<file path="config.mk">
export PLATFORM = sky130hd
export DESIGN_NAME = spi_rx_flat
export DESIGN_NICKNAME = d
export VERILOG_FILES = /design/src/rtl/spi_pkg.sv /design/src/rtl/spi_rx_if.sv /design/src/rtl/spi_edge_sync.sv /design/src/rtl/spi_rx.sv /design/src/flat_wrapper.sv
export SDC_FILE = /design/constraint.sdc
export NUM_CORES = 1
export LEC_CHECK = 0
export CELL_PAD_IN_SITES_DETAIL_PLACEMENT = 1
export CELL_PAD_IN_SITES_GLOBAL_PLACEMENT = 1
export CORE_MARGIN = 2
export CORE_UTILIZATION = 43
export DETAILED_ROUTE_END_ITERATION = 6
export HOLD_SLACK_MARGIN = 0.05
export PLACE_DENSITY_LB_ADDON = 0.12
export SETUP_SLACK_MARGIN = 0.3
export SYNTH_ARGS = -nofsm -noshare
export SYNTH_HDL_FRONTEND = slang
export SYNTH_SLANG_ARGS = --single-unit
</file>
<file path="constraint.sdc">
create_clock -name clk -period 3.1 [get_ports clk]
set_clock_uncertainty 0.15 [all_clocks]
set_input_delay 0.62 -clock clk [delete_from_list [all_inputs] [get_ports clk]]
set_output_delay 0.62 -clock clk [all_outputs]
set_load 0.01 [all_outputs]
</file>
<file path="src/rtl/spi_pkg.sv">
// rtl/spi_pkg.sv - shared types, defaults and width helper for the SPI receiver
package spi_pkg;

    typedef enum logic [1:0] {
        IDLE  = 2'd0,
        SHIFT = 2'd1,
        DONE  = 2'd2
    } rx_state_t;

    localparam int DATA_W_DEF      = 8;
    localparam int SYNC_STAGES_DEF = 2;

    // bit counter must hold DATA_W itself, not just DATA_W-1
    function automatic int cnt_width(input int data_w);
        return $clog2(data_w) + 1;
    endfunction

endpackage

</file>
<file path="src/rtl/spi_rx_if.sv">
// rtl/spi_rx_if.sv - received-word handshake between spi_rx and its consumer
interface spi_rx_if
    import spi_pkg::*;
#(
    parameter int DATA_W = DATA_W_DEF
);

    logic [DATA_W-1:0] rx_data;
    logic              rx_valid;
    logic              rx_ack;
    logic              frame_err;
    logic              overrun;

    modport slave (
        output rx_data, rx_valid, frame_err, overrun,
        input  rx_ack
    );

    modport master (
        input  rx_data, rx_valid, frame_err, overrun,
        output rx_ack
    );

endinterface

</file>
<file path="src/rtl/spi_edge_sync.sv">
// rtl/spi_edge_sync.sv - pin synchronizer chain with history flop and edge detect
module spi_edge_sync #(
    parameter int   SYNC_STAGES = 2,
    parameter logic RESET_VAL   = 1'b0
) (
    input  logic clk,
    input  logic rst,
    input  logic pin,
    output logic sync,
    output logic rise,
    output logic fall
);

    logic [SYNC_STAGES-1:0] chain;
    logic                   hist;

    // shift the async pin through the chain; hist keeps the previous synced value
    always_ff @(posedge clk) begin
        if (rst) begin
            chain <= {SYNC_STAGES{RESET_VAL}};
            hist  <= RESET_VAL;
        end else begin
            chain <= {chain[SYNC_STAGES-2:0], pin};
            hist  <= chain[SYNC_STAGES-1];
        end
    end

    assign sync = chain[SYNC_STAGES-1];
    assign rise = sync & ~hist;
    assign fall = ~sync & hist;

endmodule

</file>
<file path="src/rtl/spi_rx.sv">
// rtl/spi_rx.sv - SPI mode-0 responder receiver; SPI_RX_MISO_EN adds the miso transmit path
module spi_rx
    import spi_pkg::*;
#(
    parameter int DATA_W      = DATA_W_DEF,
    parameter int SYNC_STAGES = SYNC_STAGES_DEF
) (
    input  logic              clk,
    input  logic              rst,
    input  logic              sclk,
    input  logic              cs_n,
    input  logic              mosi,
`ifdef SPI_RX_MISO_EN
    input  logic [DATA_W-1:0] tx_data,
    input  logic              tx_load,
    output logic              miso,
`endif
    spi_rx_if.slave           rx
);

    localparam int CNT_W = cnt_width(DATA_W);

    logic sclk_sync_unused, sclk_rise, sclk_fall;
    logic cs_sync, cs_rise, cs_fall_unused;
    logic mosi_sync, mosi_rise_unused, mosi_fall_unused;

    // mosi uses the same depth as sclk so its setup/hold against sclk survives
    spi_edge_sync #(.SYNC_STAGES(SYNC_STAGES), .RESET_VAL(1'b0)) u_sclk (
        .clk(clk), .rst(rst), .pin(sclk),
        .sync(sclk_sync_unused), .rise(sclk_rise), .fall(sclk_fall)
    );
    spi_edge_sync #(.SYNC_STAGES(SYNC_STAGES), .RESET_VAL(1'b1)) u_cs (
        .clk(clk), .rst(rst), .pin(cs_n),
        .sync(cs_sync), .rise(cs_rise), .fall(cs_fall_unused)
    );
    spi_edge_sync #(.SYNC_STAGES(SYNC_STAGES), .RESET_VAL(1'b0)) u_mosi (
        .clk(clk), .rst(rst), .pin(mosi),
        .sync(mosi_sync), .rise(mosi_rise_unused), .fall(mosi_fall_unused)
    );

    rx_state_t         state, state_d;
    logic [CNT_W-1:0]  bit_cnt;
    logic [DATA_W-1:0] shreg;
    logic              pending;
    logic              do_start, do_shift, do_abort, do_done;

    // next-state and per-cycle control strobes; cs_n rise takes priority over sclk rise
    always_comb begin
        state_d  = state;
        do_start = 1'b0;
        do_shift = 1'b0;
        do_abort = 1'b0;
        do_done  = 1'b0;
        case (state)
            IDLE: begin
                if (!cs_sync) begin
                    state_d  = SHIFT;
                    do_start = 1'b1;
                end
            end
            SHIFT: begin
                if (cs_rise) begin
                    state_d  = IDLE;
                    do_abort = (bit_cnt != '0);
                end else if (sclk_rise) begin
                    do_shift = 1'b1;
                    if (bit_cnt == CNT_W'(DATA_W - 1))
                        state_d = DONE;
                end
            end
            DONE: begin
                do_done = 1'b1;
                state_d = cs_sync ? IDLE : SHIFT;
            end
            default: state_d = IDLE;
        endcase
    end

    // state register
    always_ff @(posedge clk) begin
        if (rst)
            state <= IDLE;
        else
            state <= state_d;
    end

    // datapath: shifter, bit counter, word output and pending/overrun flags
    always_ff @(posedge clk) begin
        if (rst) begin
            bit_cnt      <= '0;
            shreg        <= '0;
            pending      <= 1'b0;
            rx.rx_data   <= '0;
            rx.rx_valid  <= 1'b0;
            rx.frame_err <= 1'b0;
            rx.overrun   <= 1'b0;
        end else begin
            rx.rx_valid  <= do_done;
            rx.frame_err <= do_abort;
            if (do_start || do_done || do_abort)
                bit_cnt <= '0;
            else if (do_shift)
                bit_cnt <= bit_cnt + 1'b1;
            if (do_shift)
                shreg <= {shreg[DATA_W-2:0], mosi_sync};
            if (do_done)
                rx.rx_data <= shreg;
            // an ack landing in DONE retires the old word; the new one stays pending
            if (do_done)
                pending <= 1'b1;
            else if (rx.rx_ack)
                pending <= 1'b0;
            if (rx.rx_ack)
                rx.overrun <= 1'b0;
            else if (do_done && pending)
                rx.overrun <= 1'b1;
        end
    end

`ifdef SPI_RX_MISO_EN
    logic [DATA_W-1:0] tx_sr;
    logic              tx_loaded;
    logic              skip_fall;

    // the fall right after a word's last rise belongs to the next word, whose MSB is already out
    always_ff @(posedge clk) begin
        if (rst) begin
            tx_sr     <= '1;
            tx_loaded <= 1'b0;
            skip_fall <= 1'b0;
        end else if (state == IDLE) begin
            if (tx_load) begin
                tx_sr     <= tx_data;
                tx_loaded <= 1'b1;
            end
            if (do_start) begin
                if (!tx_loaded && !tx_load)
                    tx_sr <= '1;
                tx_loaded <= 1'b0;
                skip_fall <= 1'b0;
            end
        end else if (do_done) begin
            tx_sr     <= tx_load ? tx_data : '1;
            skip_fall <= 1'b1;
        end else if (state == SHIFT && sclk_fall) begin
            if (skip_fall)
                skip_fall <= 1'b0;
            else
                tx_sr <= {tx_sr[DATA_W-2:0], 1'b1};
        end
    end

    assign miso = cs_sync ? 1'b0 : tx_sr[DATA_W-1];
`else
    logic sclk_fall_unused;
    assign sclk_fall_unused = sclk_fall;
`endif

endmodule

</file>
<file path="src/flat_wrapper.sv">
// flat-port wrapper written by rule: the top's interface ports become plain ports
module spi_rx_flat import spi_pkg::*;
#(
    parameter int DATA_W      = DATA_W_DEF,
    parameter int SYNC_STAGES = SYNC_STAGES_DEF
)
  (clk, rst, sclk, cs_n, mosi, rx_rx_data, rx_rx_valid, rx_frame_err, rx_overrun, rx_rx_ack);
  spi_rx_if #(.DATA_W(DATA_W)) rx_i ();
  input  logic clk;
  input  logic rst;
  input  logic sclk;
  input  logic cs_n;
  input  logic mosi;
  output wire logic [$bits(rx_i.rx_data)-1:0] rx_rx_data;
  output wire logic [$bits(rx_i.rx_valid)-1:0] rx_rx_valid;
  output wire logic [$bits(rx_i.frame_err)-1:0] rx_frame_err;
  output wire logic [$bits(rx_i.overrun)-1:0] rx_overrun;
  input wire logic [$bits(rx_i.rx_ack)-1:0] rx_rx_ack;
  assign rx_rx_data = rx_i.rx_data;
  assign rx_rx_valid = rx_i.rx_valid;
  assign rx_frame_err = rx_i.frame_err;
  assign rx_overrun = rx_i.overrun;
  assign rx_i.rx_ack = rx_rx_ack;
  spi_rx #(.DATA_W(DATA_W), .SYNC_STAGES(SYNC_STAGES)) u_core (.clk(clk), .rst(rst), .sclk(sclk), .cs_n(cs_n), .mosi(mosi), .rx(rx_i));
endmodule
</file>
==> results.py <==
metrics = {
    "worst_setup_path": {
        "cp_max_fo": 2,
        "arrival_ps": 1220,
        "worstSetupEndpointType": "output pin",
        "slowest_stage": "clkdlybuf4s50_1",
        "startpoint": "u_core.rx.rx_data[4]",
        "worst-path-buf-inv": 1,
        "cp_top_family": "buffers and inverters",
        "critPathLaunchType": "flip-flop",
        "crit_required_ps": 2330,
        "crit_type": "flip-flop to output pin",
        "crit_chain": "clkdlybuf4s50_1",
        "max_stage_delay_ps": 550,
        "worstReg2RegStart": "u_core.state[0]",
    },
    "drt": {
        "viasPerCell": 5.62,
        "routed-via-count": 1079,
        "routed_wl_um": 2770,
        "drc": 0,
        "first_iter_violations": 41,
        "routedWlPerCell_um": 14.4,
        "drt_first_pass_iters": 4,
        "drt.antenna.violating_nets": 0,
    },
    "sta": {
        "fin_crit_ps": 1990,
        "hold_ws_ps": 266,
        "rsz0062_at_grt": "no",
        "slew_viol_final": 0,
        "period_share": 0.643,
        "fmax_mhz": 502,
        "tightest_slew_ps": 971,
        "setup_viol": 0,
        "slew-limit-headroom": 0.351,
        "timing.setup.tns_ps": 0,
        "hold_violations": 0,
    },
    "min_path": {
        "hp-start": "u_core.u_cs.chain[0]",
        "hold_path_class": "flip-flop to flip-flop",
    },
    "yosys": {
        "synth_area_leaders": "dfxtp_1 52%, a21oi_1 8.3%, o31ai_1 6.3%",
        "yosys_warnings": 0,
        "synth_area_per_cell_um2": 9.05,
        "synth_nets": 154,
        "ys_types": 26,
        "synth_area_um2": 1320,
        "synth.top_cell.area_share": 0.515,
        "syn-instance-count": 146,
        "yosysSeqAreaShare": 0.515,
        "synth_top_area_cell": "dfxtp_1",
        "ys_seq_elements": 34,
    },
    "placed_design": {
        "port_buffers": 16,
        "place_congestion": 0.795,
        "hpwl_um": 2020,
        "dp.cells": 185,
    },
    "floorplan": {
        "initial_utilization": 0.444,
        "io_pins": 17,
        "die_w_um": 59.4,
        "core_um2": 2980,
        "rows": 20,
        "die_y_um": 59.4,
        "dieArea_um2": 3530,
    },
    "global_route": {
        "grt_max_degree": 20,
        "globalRouteOverflowTotal": 0,
        "grt_usage": 0.180,
        "antenna_found_initial": 0,
        "grt_pass1_wl_um": 4660,
        "grt_pass1_vias": 1070,
    },
    "pwr": {
        "powerDensity_nw_per_um2": 456,
        "irDropWorstVdd_uv": 188,
        "p_leak_uw": 0.000481,
    },
    "flow_run": {
        "drv_cap": 0,
    },
    "finish": {
        "syn2layout_area_growth_pct": 15.8,
        "fin_cells": 192,
        "final_core_util": 0.514,
        "nets": 167,
        "antenna_cells": 0,
        "drive_gt1_frac": 0.0692,
    },
    "clocking": {
        "cts.repair.resized": 0,
        "cts-root-buf": "clkbuf_4",
        "htreeDepth": 2,
        "cts_buffer_depth": 2,
        "cts.sinks": 34,
        "holdBufCountCts": 0,
        "clkTransAtPathRegs_ps": 100,
        "numCtsBuffers": 5,
        "clk_latency_ps": 330,
        "cts_tree": "built",
        "cts_setup_buffers": 0,
    },
    "status": {
        "run_status": "completed",
    },
}
==> flip-flops by register name (all words and copies together), names as in the netlist <==
register             cells
u_core.rx.rx_valid       1
u_core.rx.overrun        1
u_core.u_sclk.chain      2
u_core.u_sclk.hist       1
u_core.rx.frame_err      1
u_core.state             2
u_core.pending           1
u_core.u_cs.chain        2
u_core.u_cs.hist         1
u_core.shreg             8
u_core.bit_cnt           4
u_core.rx.rx_data        8
u_core.u_mosi.chain      2
==> worst paths after layout <==
| kind | endpoint | slack (ps) | depth (start not counted) |
|---|---|---|---|
| hold reg to reg | u_core.u_cs.chain[1] | 270 | 1 |
| setup / recovery | rx_rx_data[4] | 1110 | 1 |
| setup reg to reg | u_core.state[0] | 1160 | 3 |
| hold / removal | u_core.u_cs.chain[1] | 270 | 1 |
==> power breakdown <==
part / leakage, µW / switching (µW) / internal, µW
clock: 0.0000254 / 133 / 85.5
combinational: 0.000180 / 21.1 / 13.3
sequential: 0.000275 / 3.81 / 442
total: 0.000481 / 158 / 540
==> cells in the mapped netlist (all sizes together) <==
library cell   n
dfxtp         34
a21oi         22
nand2         16
o31ai         11
nand4         10
nor2b         10
clkbuf         7
nand2b         5
buf            4
inv            4
or2            4
ha             2
nand3          2
nor2           2
nor3           2
nor4           2
o221ai         2
mux2i          1
nand3b         1
nand4bb        1
nor3b          1
o2111ai        1
o311ai         1
or4            1
==> layout by cell type, fill, tap and decap left out, drive strengths merged <==
cell type	instances
nor3	2
clkdlybuf4s50	16
nor2	2
buf	1
clkbuf	7
dfxtp	34
or2	4
nand4bb	1
nor4	2
nor3b	1
ha	2
or4	1
a21oi	22
nor2b	10
inv	4
o221ai	2
nand3b	1
o31ai	11
nand2b	5
nand3	2
o2111ai	1
o311ai	1
nand4	10
mux2i	1
nand2	16
==> metal layers <==
metal,global-route usage,vias up,wire length (µm)
li1,-,544,-
met1,0.212,512,1290
met2,0.292,18,1330
met3,0.0655,5,95
met4,0.0812,0,56
met5,0,-,0
==> area by class of cell <==
class	count	area, µm²
clock buffer	7	45.0
fill	353	1450
inverter	4	15.0
multi-input combinational	97	581
sequential	34	681
tap	33	41.3
timing repair buffer	17	168
==> cells by family after synthesis <==
kind of cell | after synthesis | share of synthesized area
DFF | 34 | 0.515
muxes | 1 | 0.00758
adders and majority gates | 2 | 0.0189
buffers and inverters | 15 | 0.0454
AOI/OAI and AO/OA | 37 | 0.172
and+or+nand+nor | 57 | 0.241
==> through the flow <==
step / setup slack, ps / total power (µW) / cell area [µm²]
3_3_place_gp: 935 / 489 / 1490
5_1_grt: 1010 / 735 / 1530
2_1_floorplan: 1620 / 477 / 1320
4_1_cts: 1080 / 706 / 1530
3_5_place_dp: 908 / 490 / 1490
6_report: 1110 / 698 / 1530
Note: power is estimated with default switching activity, not from simulation.
